[config.mk]
export PLATFORM = sky130hd
export DESIGN_NAME = lc3_control
export DESIGN_NICKNAME = d
export VERILOG_FILES = /design/src/rtl/lc3_pkg.sv /design/src/rtl/lc3_regfile.sv /design/src/rtl/lc3_control.sv
export SDC_FILE = /design/constraint.sdc
export NUM_CORES = 1
export LEC_CHECK = 0
export CORE_AREA = 2 2 176 178
export CTS_CLUSTER_SIZE = 24
export DETAILED_ROUTE_END_ITERATION = 12
export DIE_AREA = 0 0 178 180
export PLACE_DENSITY_LB_ADDON = 0.05
export SYNTH_ARGS = -nofsm -noshare
export SYNTH_HDL_FRONTEND = slang
export SYNTH_SLANG_ARGS = --single-unit
export TNS_END_PERCENT = 5
[constraint.sdc]
create_clock -name clk -period 8.2 [get_ports clk]
set_input_delay 1.64 -clock clk [delete_from_list [all_inputs] [get_ports clk]]
set_output_delay 1.64 -clock clk [all_outputs]
set_load 0.01 [all_outputs]
[src/rtl/lc3_pkg.sv]
// rtl/lc3_pkg.sv - LC-3 core shared types, constants and decode helpers
package lc3_pkg;

    localparam int WORD_W = 16;
    localparam logic [2:0] CC_RESET = 3'b010;

    typedef enum logic [3:0] {
        OP_BR   = 4'b0000,
        OP_ADD  = 4'b0001,
        OP_LD   = 4'b0010,
        OP_ST   = 4'b0011,
        OP_JSR  = 4'b0100,
        OP_AND  = 4'b0101,
        OP_LDR  = 4'b0110,
        OP_STR  = 4'b0111,
        OP_RTI  = 4'b1000,
        OP_NOT  = 4'b1001,
        OP_LDI  = 4'b1010,
        OP_STI  = 4'b1011,
        OP_JMP  = 4'b1100,
        OP_RES  = 4'b1101,
        OP_LEA  = 4'b1110,
        OP_TRAP = 4'b1111
    } opcode_e;

    typedef enum logic [1:0] {
        ST_FETCH = 2'd0,
        ST_EXEC  = 2'd1,
        ST_IND   = 2'd2,
        ST_MEM   = 2'd3
    } state_e;

    // NZP flags of a written result: exactly one bit set
    function automatic logic [2:0] cc_from(input logic [WORD_W-1:0] v);
        logic [2:0] cc;
        if (v[WORD_W-1]) begin
            cc = 3'b100;
        end else if (v == '0) begin
            cc = 3'b010;
        end else begin
            cc = 3'b001;
        end
        return cc;
    endfunction

    // Instructions that need a data-memory cycle after EXEC
    function automatic logic is_mem_op(input opcode_e op);
        return (op == OP_LD) || (op == OP_LDR) || (op == OP_LDI) ||
               (op == OP_ST) || (op == OP_STR) || (op == OP_STI);
    endfunction

    // Instructions whose effective address is fetched through a pointer
    function automatic logic is_ind_op(input opcode_e op);
        return (op == OP_LDI) || (op == OP_STI);
    endfunction

    function automatic logic is_store(input opcode_e op);
        return (op == OP_ST) || (op == OP_STR) || (op == OP_STI);
    endfunction

    function automatic logic is_load(input opcode_e op);
        return (op == OP_LD) || (op == OP_LDR) || (op == OP_LDI);
    endfunction

endpackage

[src/rtl/lc3_regfile.sv]
// rtl/lc3_regfile.sv - LC-3 8x16 register file, two async reads, debug read, one sync write
module lc3_regfile
    import lc3_pkg::*;
(
    input  logic              clk,
    input  logic              rst_n,
    input  logic              we_i,
    input  logic [2:0]        waddr_i,
    input  logic [WORD_W-1:0] wdata_i,
    input  logic [2:0]        raddr_a_i,
    output logic [WORD_W-1:0] rdata_a_o,
    input  logic [2:0]        raddr_b_i,
    output logic [WORD_W-1:0] rdata_b_o,
    input  logic [2:0]        dbg_sel_i,
    output logic [WORD_W-1:0] dbg_rdata_o
);

    logic [WORD_W-1:0] regs_q [8];

    // Single write port; whole array cleared by reset
    always_ff @(posedge clk or negedge rst_n) begin
        if (!rst_n) begin
            for (int i = 0; i < 8; i++) begin
                regs_q[i] <= '0;
            end
        end else if (we_i) begin
            regs_q[waddr_i] <= wdata_i;
        end
    end

    assign rdata_a_o   = regs_q[raddr_a_i];
    assign rdata_b_o   = regs_q[raddr_b_i];
    assign dbg_rdata_o = regs_q[dbg_sel_i];

endmodule

[src/rtl/lc3_control.sv]
// rtl/lc3_control.sv - multicycle LC-3 core (FETCH/EXEC/IND/MEM), optional halt on TRAP x25 via LC3_TRAP_HALT_EN
module lc3_control
    import lc3_pkg::*;
#(
    parameter logic [WORD_W-1:0] RESET_PC = 16'h0000
) (
    input  logic              clk,
    input  logic              rst_n,
    output logic [WORD_W-1:0] mem_addr,
    input  logic [WORD_W-1:0] mem_rdata,
    output logic [WORD_W-1:0] mem_wdata,
    output logic              mem_we,
    output logic              instr_done,
    output logic [WORD_W-1:0] pc_o,
    output logic [WORD_W-1:0] ir_o,
    output logic [2:0]        cc_o,
    input  logic [2:0]        dbg_sel,
    output logic [WORD_W-1:0] dbg_reg,
    output logic              halted
);

    state_e            state_q, state_d;
    logic [WORD_W-1:0] pc_q, pc_d;
    logic [WORD_W-1:0] ir_q, ir_d;
    logic [WORD_W-1:0] mar_q, mar_d;
    logic [2:0]        cc_q, cc_d;
    logic              mem_we_q, mem_we_d;
    logic              done_q, done_d;
    logic              halt_q, halt_d;

    logic              rf_we;
    logic [2:0]        rf_waddr;
    logic [WORD_W-1:0] rf_wdata;
    logic [2:0]        rf_raddr_b;
    logic [WORD_W-1:0] rf_a, rf_b;
    logic              set_cc;

    opcode_e           op, fetch_op;
    logic [WORD_W-1:0] off6, off9, off11, imm5;
    logic [WORD_W-1:0] alu_b, pc_off9, trap_addr;
    logic              trap_halt;

    assign op       = opcode_e'(ir_q[15:12]);
    assign fetch_op = opcode_e'(mem_rdata[15:12]);

    assign off6      = {{10{ir_q[5]}}, ir_q[5:0]};
    assign off9      = {{7{ir_q[8]}}, ir_q[8:0]};
    assign off11     = {{5{ir_q[10]}}, ir_q[10:0]};
    assign imm5      = {{11{ir_q[4]}}, ir_q[4:0]};
    assign alu_b     = ir_q[5] ? imm5 : rf_b;
    assign pc_off9   = pc_q + off9;
    assign trap_addr = {8'h00, ir_q[7:0]};

`ifdef LC3_TRAP_HALT_EN
    assign trap_halt = (ir_q[7:0] == 8'h25);
    assign halted    = halt_q;
`else
    assign trap_halt = 1'b0;
    assign halted    = 1'b0;
`endif

    // Second read port serves SR2 during EXEC and the store source afterwards
    assign rf_raddr_b = (state_q == ST_EXEC) ? ir_q[2:0] : ir_q[11:9];

    lc3_regfile u_regfile (
        .clk         (clk),
        .rst_n       (rst_n),
        .we_i        (rf_we),
        .waddr_i     (rf_waddr),
        .wdata_i     (rf_wdata),
        .raddr_a_i   (ir_q[8:6]),
        .rdata_a_o   (rf_a),
        .raddr_b_i   (rf_raddr_b),
        .rdata_b_o   (rf_b),
        .dbg_sel_i   (dbg_sel),
        .dbg_rdata_o (dbg_reg)
    );

    // Next-state, datapath updates, memory address and register write for this cycle
    always_comb begin
        state_d  = state_q;
        pc_d     = pc_q;
        ir_d     = ir_q;
        mar_d    = mar_q;
        cc_d     = cc_q;
        halt_d   = halt_q;
        mem_we_d = 1'b0;
        done_d   = 1'b0;
        mem_addr = pc_q;
        rf_we    = 1'b0;
        rf_waddr = ir_q[11:9];
        rf_wdata = '0;
        set_cc   = 1'b0;

        unique case (state_q)
            ST_FETCH: begin
                if (!halt_q) begin
                    ir_d    = mem_rdata;
                    pc_d    = pc_q + 16'd1;
                    state_d = ST_EXEC;
                    // instr_done is registered, so flag single-step instructions now
                    done_d  = !is_mem_op(fetch_op);
                end
            end

            ST_EXEC: begin
                state_d = ST_FETCH;
                case (op)
                    OP_ADD: begin
                        rf_we    = 1'b1;
                        rf_wdata = rf_a + alu_b;
                        set_cc   = 1'b1;
                    end
                    OP_AND: begin
                        rf_we    = 1'b1;
                        rf_wdata = rf_a & alu_b;
                        set_cc   = 1'b1;
                    end
                    OP_NOT: begin
                        rf_we    = 1'b1;
                        rf_wdata = ~rf_a;
                        set_cc   = 1'b1;
                    end
                    OP_LEA: begin
                        rf_we    = 1'b1;
                        rf_wdata = pc_off9;
                        set_cc   = 1'b1;
                    end
                    OP_BR: begin
                        if ((ir_q[11:9] & cc_q) != 3'b000) begin
                            pc_d = pc_off9;
                        end
                    end
                    OP_JMP: begin
                        pc_d = rf_a;
                    end
                    OP_JSR: begin
                        // Target uses BaseR before R7 is overwritten at this edge
                        pc_d     = ir_q[11] ? (pc_q + off11) : rf_a;
                        rf_we    = 1'b1;
                        rf_waddr = 3'd7;
                        rf_wdata = pc_q;
                    end
                    OP_TRAP: begin
                        mem_addr = trap_addr;
                        pc_d     = mem_rdata;
                        rf_we    = 1'b1;
                        rf_waddr = 3'd7;
                        rf_wdata = pc_q;
                        halt_d   = halt_q | trap_halt;
                    end
                    OP_LD, OP_ST, OP_LDI, OP_STI: begin
                        mar_d = pc_off9;
                    end
                    OP_LDR, OP_STR: begin
                        mar_d = rf_a + off6;
                    end
                    default: begin
                        // RTI and the reserved opcode retire without effect
                    end
                endcase

                if (is_ind_op(op)) begin
                    state_d = ST_IND;
                end else if (is_mem_op(op)) begin
                    state_d  = ST_MEM;
                    done_d   = 1'b1;
                    mem_we_d = is_store(op);
                end
            end

            ST_IND: begin
                mem_addr = mar_q;
                mar_d    = mem_rdata;
                state_d  = ST_MEM;
                done_d   = 1'b1;
                mem_we_d = is_store(op);
            end

            ST_MEM: begin
                mem_addr = mar_q;
                state_d  = ST_FETCH;
                if (is_load(op)) begin
                    rf_we    = 1'b1;
                    rf_wdata = mem_rdata;
                    set_cc   = 1'b1;
                end
            end

            default: begin
                state_d = ST_FETCH;
            end
        endcase

        if (set_cc) begin
            cc_d = cc_from(rf_wdata);
        end
    end

    // Architectural and control registers; reset aborts any instruction in flight
    always_ff @(posedge clk or negedge rst_n) begin
        if (!rst_n) begin
            state_q  <= ST_FETCH;
            pc_q     <= RESET_PC;
            ir_q     <= '0;
            mar_q    <= '0;
            cc_q     <= CC_RESET;
            mem_we_q <= 1'b0;
            done_q   <= 1'b0;
            halt_q   <= 1'b0;
        end else begin
            state_q  <= state_d;
            pc_q     <= pc_d;
            ir_q     <= ir_d;
            mar_q    <= mar_d;
            cc_q     <= cc_d;
            mem_we_q <= mem_we_d;
            done_q   <= done_d;
            halt_q   <= halt_d;
        end
    end

    assign mem_wdata  = rf_b;
    assign mem_we     = mem_we_q;
    assign instr_done = done_q;
    assign pc_o       = pc_q;
    assign ir_o       = ir_q;
    assign cc_o       = cc_q;

endmodule

==> results of run 1 <==
## worst max-delay path by stage
stage              start                  end  slack, ps
2_1_floorplan  flip-flop  cc_o[1]$_DFFE_PN1P_       2020
3_3_place_gp   flip-flop  cc_o[0]$_DFFE_PN0P_       1920
3_5_place_dp   flip-flop  cc_o[0]$_DFFE_PN0P_       1780
4_1_cts        flip-flop  cc_o[0]$_DFFE_PN0P_       1710
5_1_grt        flip-flop  cc_o[1]$_DFFE_PN1P_       1460
6_report       flip-flop  cc_o[1]$_DFFE_PN1P_       1820
## worst max-delay path, cell delays in order, from the launching register on
cell       delay [ps]
dfrtp_1           400
inv_1             160
ha_1              500
mux2i_4           370
buf_4             550
mux4_2            580
mux2_2            290
nor2_1            130
a21oi_1           100
fa_1              470
a211o_1           370
a2111oi_2         560
o41ai_1           210
and2_1            210
o2111ai_1         180
nand3_1           130
a221o_1           400
or4_1             500
o22ai_1           150
## routing by layer
| layer | GRT usage, % | wire length, um |
|---|---|---|
| met1 | 44.5 | 21400 |
| met2 | 51.4 | 23900 |
| met3 | 5.77 | 3710 |
| met4 | 11.5 | 1720 |
| met5 | 0 | 0 |
## state kept, by name (all words and copies together), names as in the netlist, named ones only
register	count
pc_o	16
cc_o	3
state_q	1
u_regfile.regs_q	128
ir_o	16
mar_q	16
mem_we	1
instr_done	1
## final cells by class
cell class,instances,area share [%]
Clock buffer,17,2.50
Clock inverter,15,1.24
Inverter,35,0.773
Multi-Input combinational cell,1115,57.6
Sequential cell,183,27.0
Tap cell,396,2.92
Timing Repair Buffer,147,8.01
## logic make-up after synthesis
kind of cell | after synthesis
buf+inv | 134
flops | 183
xor+xnor | 36
mux | 293
other cells | 1
fa+ha+maj | 62
compound gates | 379
simple gates | 344
## cells in the mapped netlist (14+ instances only)
master / n / area share (%)
nand3_1: 27 / 0.91
a211oi_1: 14 / 0.71
dfrtp_1: 182 / 31
nor2_1: 99 / 2.5
xor2_1: 20 / 1.2
a21oi_1: 77 / 2.6
xnor2_1: 16 / 0.94
nand2_1: 105 / 2.7
mux2_2: 180 / 14
a222oi_1: 22 / 1.5
clkbuf_1: 68 / 1.7
o21a_1: 14 / 0.71
a22o_1: 15 / 0.88
inv_1: 35 / 0.88
o211ai_1: 17 / 0.86
mux4_2: 93 / 14
o21ai_0: 78 / 2.6
and3_1: 17 / 0.72
mux2i_1: 20 / 1.3
nor3_1: 19 / 0.64
ha_1: 59 / 5.0
## metrics by stage
step           cells  area [um^2]
3_3_place_gp    1875        16300
2_1_floorplan   1432        14900
5_1_grt         1908        17000
3_5_place_dp    1875        16300
6_report        1908        17000
4_1_cts         1907        17000
==> results.md, run 1 <==
* Status: finished clean
* Critical Path RT at 8570 ps
* Fin. max-slew vios at 0
* Max Root-Sink Buffers at 2
* Setup repair bufs after CTS at 0
* Worst slew pin tran at around 1300 ps
* Largest net degree at the start of global routing at between 80 and 90
* Die X at 178 um
* Adder-Cell Fraction of Synth Area at 5.38%
* Num CTS Buffers at 17
* Post-synthesis mux area share at between 20% and 30%
* Core Area at 30,200 um^2
* First-pass GRT wire length at approximately 78,000 um
* Yosys cell types at 81
* Element type at the critical path end: flip-flop
* Drt total wl at 50,700 um
* Syn Area/Cell at 10.4 um^2
* Cts repair resizes at 0
* Yosys warns at 0
* Setup TNS after final layout at 0 ps
* DRT iter0 DRCs at 1,388
* Final hold viol count at 0
* Antenna cell count at 0
* Post-DP HPWL at 36,500 um
* Area occupied by multi-input gates at 9780 um^2
* Compound-Gate Fraction of Synth Area at 17.7%
* RR Endpoint: cc_o[1]$_DFFE_PN1P_
* DR vias/cell at 6.70
* Final #Nets at between 1,500 and 2,000
* Pre-CTS WS at 1780 ps
* Max frequency at 157 MHz
* Synthesized flop and latch total at between 150 and 200
* Depth of the CTS H-tree at 4
* RSZ-0062 raised after global routing: false
* Fillers at around 2,700
* Post-cts hold buffer count at 0
* Flop2flop setup slack at 1820 ps
* Via count at 12,800
* Critical path launch point type: flip-flop
* Worst Setup Slack, final at approximately 1800 ps
* Slew HR at 13.0%
* Most frequent cells in the layout: 180 x mux2_2, 180 x dfrtp_1, 105 x nand2_1
* Sequential cell area at between 4000 and 5000 um^2
* Synth Flop Type: dfrtp_1
* WHS Endpoint: mar_q[5]$_DFFE_PN0P_
* Gpl congestion at 0.943
* Post-synth EDFFs at 0
* Asr flop ratio synth at 100%
* Chip Height at 180 um
* Vias in the first global route at 12,700
* Max-cap violations at 0
* Synth Area in XOR/XNOR at 2.12%
* GRT overflow at 0
* Remaining DRCs at 0
* Hold slack at a little under 500 ps
* Worst endpoint data arrival time at 6750 ps
* Count of final setup violators at 0
* Layout area overhead at 14.4%
* Layout cells sized above 1 at 24.7%
* Crit-path max FO at 30
* Mapped Nets at approximately 1,500
* Final core utilization at 56.3%
* WHS Path Cells at 2
* CTS tree: built
* Num Clock Sinks at 183
* Share of the yosys chip area belonging to registers at 30.8%
* Starting Density at 49.2%
* Period utilisation layout at 77.8%
* Worst hold start: mar_q[5]$_DFFE_PN0P_
* Clock skew at 10.4 ps
* Initial antenna violation count at 0
* Reg2reg path depth at 18
* Post-Synth Simple-Gate Area at 11.1%
* Main combinational cell family by area after synthesis: multiplexers
* Clock transition at path regs at 80 ps
* WL/cell at 26.5 um
* I/O Buffers at approximately 110
* Total GRT Usage at about a third
* Die area at 32,000 um^2
* First-pass iteration count of the detailed router at 5
* Syn Inst Count at 1,432
* Worst min path class: flip-flop to flip-flop
* WS Path Type: flip-flop to flip-flop
* Site Rows at 64
* Post-route ant nets at 0
* Mapped cell area at 14,900 um^2
* Final min period at 6380 ps
* I/O pin count at 107
* CTS root buffer: clkbuf_16
* Clock latency on the worst-skew pair at 450 ps
Power of run 1 is left out: the tool's default activity adds up to more than one toggle a clock period on the data nets, which glitch-free logic cannot reach.
==> run 2: changes to the inputs <==
==> constraint.sdc (replaced) <==
create_clock -name clk -period 6.5 [get_ports clk]
set_input_delay 1.3 -clock clk [delete_from_list [all_inputs] [get_ports clk]]
set_output_delay 1.3 -clock clk [all_outputs]
set_load 0.01 [all_outputs]
==> run 2 against run 1 <==
Cell count grew 0.31%. Wire length grew 3.2%. Worst setup slack lost 1300 ps. Non-clock buffer count grew 6. Flip-flop and latch count is the same. Die area is the same. Design area is essentially flat. Sequential share of layout area is essentially flat. Clock skew grew 8.5 ps. Critical path type unchanged. Critical endpoint is now cc_o[0]$_DFFE_PN0P_. Highest routed layer unchanged.
==> results.md, run 2 (synthesized netlist as in run 1, its figures left out) <==
* Status: finished clean
* Clock latency on the worst-skew pair at 450 ps
* GRT overflow at 0
* Element type at the critical path end: flip-flop
* Crit-path cells: inv_1, ha_1, mux2i_4, buf_4, buf_4, mux4_2, mux2_2, nor2_1, nor2_1, ha_1, o21a_1, a2111oi_2, o211a_1, o21ai_0, a311oi_1, nor2_1, nand4b_1, nor4_1, a211oi_1
* Critical Path RT at 6860 ps
* Num CTS Buffers at 17
* Count of final setup violators at 0
* Placed cells at 1,882
* Site Rows at 64
* Starting Density at 49.2%
* Depth of the CTS H-tree at 4
* Layout cells sized above 1 at between 20 and 25%
* Setup repair bufs after CTS at 0
* Buf/Inv on CP at 3
* Worst slew pin tran at 1240 ps
* Max frequency at around 170 MHz
* Worst hold start: mar_q[7]$_DFFE_PN0P_
* Chip Height at 180 um
* Core Area at 30,200 um^2
* First-pass iteration count of the detailed router at 6
* RSZ-0062 raised after global routing: false
* DRT iter0 DRCs at 1,695
* Final hold viol count at 0
* CTS tree: built
* I/O pin count at 107
* Largest Register: u_regfile.regs_q
* DR vias/cell at 6.82
* Final #Nets at between 1,500 and 2,000
* Crit-path max cell delay at 990 ps
* Area post-placement at 16,400 um^2
* Total GRT Usage at 33.1%
* Setup TNS after final layout at 0 ps
* Worst endpoint data arrival time at around 6400 ps
* Die X at 178 um
* WS Path Type: flip-flop to flip-flop
* Slew HR at 17.2%
* Antenna cell count at 0
* Post-cts hold buffer count at 0
* Crit-path max FO at 19
* Post-DP HPWL at 37,900 um
* Post-route ant nets at 0
* Cts repair resizes at 0
* CP top delay family: compound AO/OA/AOI/OAI gates
* Flop2flop setup slack at 500 ps
* Via count at 13,100
* RR Endpoint: cc_o[0]$_DFFE_PN0P_
* Pre-CTS WS at around 590 ps
* Worst min path class: flip-flop to flip-flop
* Max Root-Sink Buffers at 2
* Vias in the first global route at 12,700
* Max-cap violations at 0
* I/O Buffers at 105
* CTS root buffer: clkbuf_16
* Fillers at 2,631
* WHS Path Cells at 2
* Gpl congestion at roughly 0.97
* Initial antenna violation count at 0
* Final min period at 6000 ps
* Clock skew at approximately 19 ps
* Most frequent CP cell: nor2_1
* Layout area overhead at 14.3%
* Clock transition at path regs at about 90 ps
* Largest net degree at the start of global routing at 90
* Most frequent cells in the layout: 180 x mux2_2, 180 x dfrtp_1, 105 x nand2_1
* First-pass GRT wire length at 80,000 um
* Reg2reg path depth at 19
* Num Clock Sinks at 183
* Die area at 32,000 um^2
* Max FFs per register at 128
* Post-route cell area at approximately 17,000 um^2
* WHS Endpoint: mar_q[7]$_DFFE_PN0P_
* WL/cell at between 20 and 30 um
* Drt total wl at 52,300 um
* Fin. max-slew vios at 0
* Worst path slowest cell: a311oi_1
* Period utilisation layout at between 90 and 100%
* Critical path launch point type: flip-flop
* Post-Layout Cell Count at 1,914
* Worst Setup Slack, final at 503 ps
* Remaining DRCs at 0
==> run 2: per-stage QoR <==
step	util, %	hold slack [ps]
6_report	56.3	486
3_5_place_dp	54.4	471
5_1_grt	56.3	517
3_3_place_gp	54.4	463
2_1_floorplan	-	449
4_1_cts	56.3	487
==> run 2: layer usage <==
layer / up-vias / part of all wire, % / global-route usage (%)
met2: 660 / 46 / 51.5
met3: 95 / 8.0 / 5.96
met4: 0 / 3.5 / 12.1
li1: 5715 / - / -
met1: 6584 / 42 / 46.3
met5: - / 0 / 0
==> run 2: layout make-up <==
class                           instances  area, um^2  share of cell area [%]
Timing Repair Buffer                  153        1420                    8.36
Multi-Input combinational cell       1115        9780                    57.6
Tap cell                              396         495                    2.92
Clock buffer                           19         433                    2.55
Inverter                               35         131                   0.774
Clock inverter                         13         140                   0.825
Sequential cell                       183        4580                    27.0
==> run 2: worst register-to-register path, cell delays in order, from the launching register on <==
cell and delay, ps:
dfrtp_1 400, inv_1 150, ha_1 260, mux2i_4 320
buf_4 420, buf_4 370, mux4_2 550, mux2_2 320
nor2_1 100, nor2_1 70, ha_1 310, o21a_1 150
a2111oi_2 630, o211a_1 230, o21ai_0 70, a311oi_1 990
nor2_1 100, nand4b_1 160, nor4_1 80, a211oi_1 250
==> run 2: worst max path at each step <==
stage	to	depth (start not counted)	slack, ps	start
after floorplan	cc_o[1]$_DFFE_PN1P_	19	320	flip-flop
after global placement	cc_o[1]$_DFFE_PN1P_	19	690	flip-flop
after detailed placement	cc_o[0]$_DFFE_PN0P_	19	590	flip-flop
after CTS	cc_o[0]$_DFFE_PN0P_	19	540	flip-flop
after global routing	cc_o[0]$_DFFE_PN0P_	19	100	flip-flop
final	cc_o[0]$_DFFE_PN0P_	19	500	flip-flop
Power of run 2 is left out for the same reason.
==> run 3: changes to the inputs <==
--- a/config.mk
+++ b/config.mk
@@ -5,10 +5,12 @@
 export SDC_FILE = /design/constraint.sdc
 export NUM_CORES = 1
 export LEC_CHECK = 0
+export CAP_MARGIN = 15
 export CORE_AREA = 2 2 176 178
 export CTS_CLUSTER_SIZE = 24
 export DETAILED_ROUTE_END_ITERATION = 12
 export DIE_AREA = 0 0 178 180
+export GPL_TIMING_DRIVEN = 0
 export PLACE_DENSITY_LB_ADDON = 0.05
 export SYNTH_ARGS = -nofsm -noshare
 export SYNTH_HDL_FRONTEND = slang
==> run 3 against run 2 <==
Non-clock buffer count rose by 63. Register-to-register slack worse by 300 ps. Via count up 1.6%. Design area rose by 1.2%. Critical path depth decreased by 1. Core utilization increased by 0.68 points. Die area unchanged. Flip-flop and latch count unchanged. Maximum frequency shrank 4.7%. Largest cell class unchanged. Highest routed layer unchanged.
==> results.md, run 3 (synthesized netlist as in run 1, its figures left out) <==
* Status: finished clean
* CTS root buffer: clkbuf_16
* Max-cap violations at 0
* Largest net degree at the start of global routing at ~120
* Post-DP HPWL at 40,500 um
* Worst Setup Slack, final at 207 ps
* Clock transition at path regs at roughly 80 ps
* Critical Path RT at 6880 ps
* Count of final setup violators at 0
* Depth of the CTS H-tree at 4
* Antenna cell count at 0
* Post-route cell area at about 17,000 um^2
* WS Path Type: flip-flop to flip-flop
* Critical path launch point type: flip-flop
* CTS tree: built
* Die area at 32,000 um^2
* Total GRT Usage at 34.6%
* I/O Buffers at 103
* Worst hold start: mar_q[12]$_DFFE_PN0P_
* Period utilisation layout at 96.8%
* Final #Nets at roughly 1,700
* Met2 WL post-DR at between 20,000 and 30,000 um
* Clock skew at between 10 and 15 ps
* GRT overflow at 0
* Chip Height at 180 um
* Worst endpoint data arrival time at ~6700 ps
* Slew HR at 17.6%
* Max frequency at 159 MHz
* DRT iter0 DRCs at 1,437
* Layout cells sized above 1 at 23.3%
* Fillers at 2,637
* Drt total wl at roughly 54,000 um
* I/O pin count at 107
* Commonest non-fill, non-tap cell in the layout: dfrtp_1
* Element type at the critical path end: flip-flop
* Max Root-Sink Buffers at 2
* Fin. max-slew vios at 0
* Layout area overhead at 15.7%
* Num CTS Buffers at 17
* Max FFs per register at 128
* Crit-path max cell delay at 620 ps
* Most frequent CP cell: mux2_2
* Worst slew pin tran at between 1000 and 1500 ps
* Crit-path cells: inv_1, ha_2, mux2i_4, buf_2, mux4_2, mux2_2, mux2_2, ha_1, fa_1, a211o_1, a2111oi_4, o41ai_1, and2_1, o2111ai_1, nand3_1, a221o_1, or4_1, o22ai_1
* Vias in the first global route at 12,900
* First-pass iteration count of the detailed router at 7
* Setup TNS after final layout at 0 ps
* Initial antenna violation count at 0
* Top Layer Used: met4
* Gpl congestion at 0.991
* DR vias/cell at 6.71
* Crit-path max FO at 10
* Clock latency on the worst-skew pair at 460 ps
* Remaining DRCs at 0
* Site Rows at 64
* Routed wl met3 at 3690 um
* Via count at 13,300
* Post-cts hold buffer count at 0
* Most frequent cells in the layout: 182 x dfrtp_1, 180 x mux2_2, 105 x nand2_1
* Worst path slowest cell: or4_1
* Final hold viol count at 0
* First-pass GRT wire length at 81,500 um
* Worst min path class: flip-flop to flip-flop
* WL/cell at 27.4 um
* Area post-placement at 16,400 um^2
* Largest Register: u_regfile.regs_q
* M1 WL at 22,400 um
* Post-route ant nets at 0
* Pre-CTS WS at -1270 ps
* Die X at 178 um
* Starting Density at 49.2%
* Num Clock Sinks at 183
* Core Area at approximately 30,000 um^2
* Final min period at 6290 ps
run 3: cell count changes in the layout (fill, tap and decap cells not counted), moves of 3 or more:
cell | before | now
clkinvlp_4 | 6 | 3
clkbuf_1 | 2 | 61
clkbuf_2 | 0 | 4
buf_8 | 0 | 3
buf_2 | 1 | 21
buf_4 | 47 | 9
buf_1 | 0 | 12
buf_6 | 1 | 5
run 3: per-layer routing:
layer	track usage (%)	vias to the layer above
met5	0	-
li1	-	5830
met3	4.91	128
met2	55.3	662
met1	46.6	6642
met4	15.4	0
run 3: repair_timing:
action / 4_1_cts / 5_1_grt
setup buffers: 0 / 5
endpoints found under the setup margin: 66 / 2
gates resized for setup: 14 / 18
run 3: layout make-up:
type                       instances  area [um^2]  share of cell area, %
tap                              396          495                   2.88
timing repair buffer             118         1170                   6.84
inverter                          35          131                  0.764
clock buffer                      19          433                   2.52
multi-input combinational       1115         9800                   57.0
buffer                            98          434                   2.53
sequential                       183         4580                   26.7
clock inverter                    13          138                  0.801
run 3: through the flow:
step / instances / hold WS, ps / utilization, %
CTS: 1967 / 485 / 56.5
finish: 1977 / 481 / 56.9
global placement: 1931 / 462 / 54.2
global route: 1977 / 514 / 56.9
detailed placement: 1936 / 469 / 54.5
floorplan: 1432 / 449 / -
run 3: critical path: cells and delay by family, from the launching register on:
kind                     cells  cell delay (ps)
multiplexers                 4             1310
AO/OA/AOI/OAI                6             1840
flip-flops                   1              410
AND/OR/NAND/NOR              3              970
buffers and inverters        2              580
adder cells (fa/ha/maj)      3             1080
run 3: final timing paths:
| path | endpoint | slack, ps | cells after the start |
|---|---|---|---|
| min in group asynchronous | ir_o[0]$_DFFE_PN0P_ | 780 | 1 |
| hold reg to reg | mar_q[12]$_DFFE_PN0P_ | 480 | 2 |
| max in group asynchronous | u_regfile.regs_q[40]$_DFFE_PN0P_ | 4710 | 2 |
| setup / recovery | cc_o[1]$_DFFE_PN1P_ | 210 | 18 |
| hold / removal | mar_q[12]$_DFFE_PN0P_ | 480 | 2 |
| setup reg to reg | cc_o[1]$_DFFE_PN1P_ | 210 | 18 |
Power of run 3 is left out for the same reason.
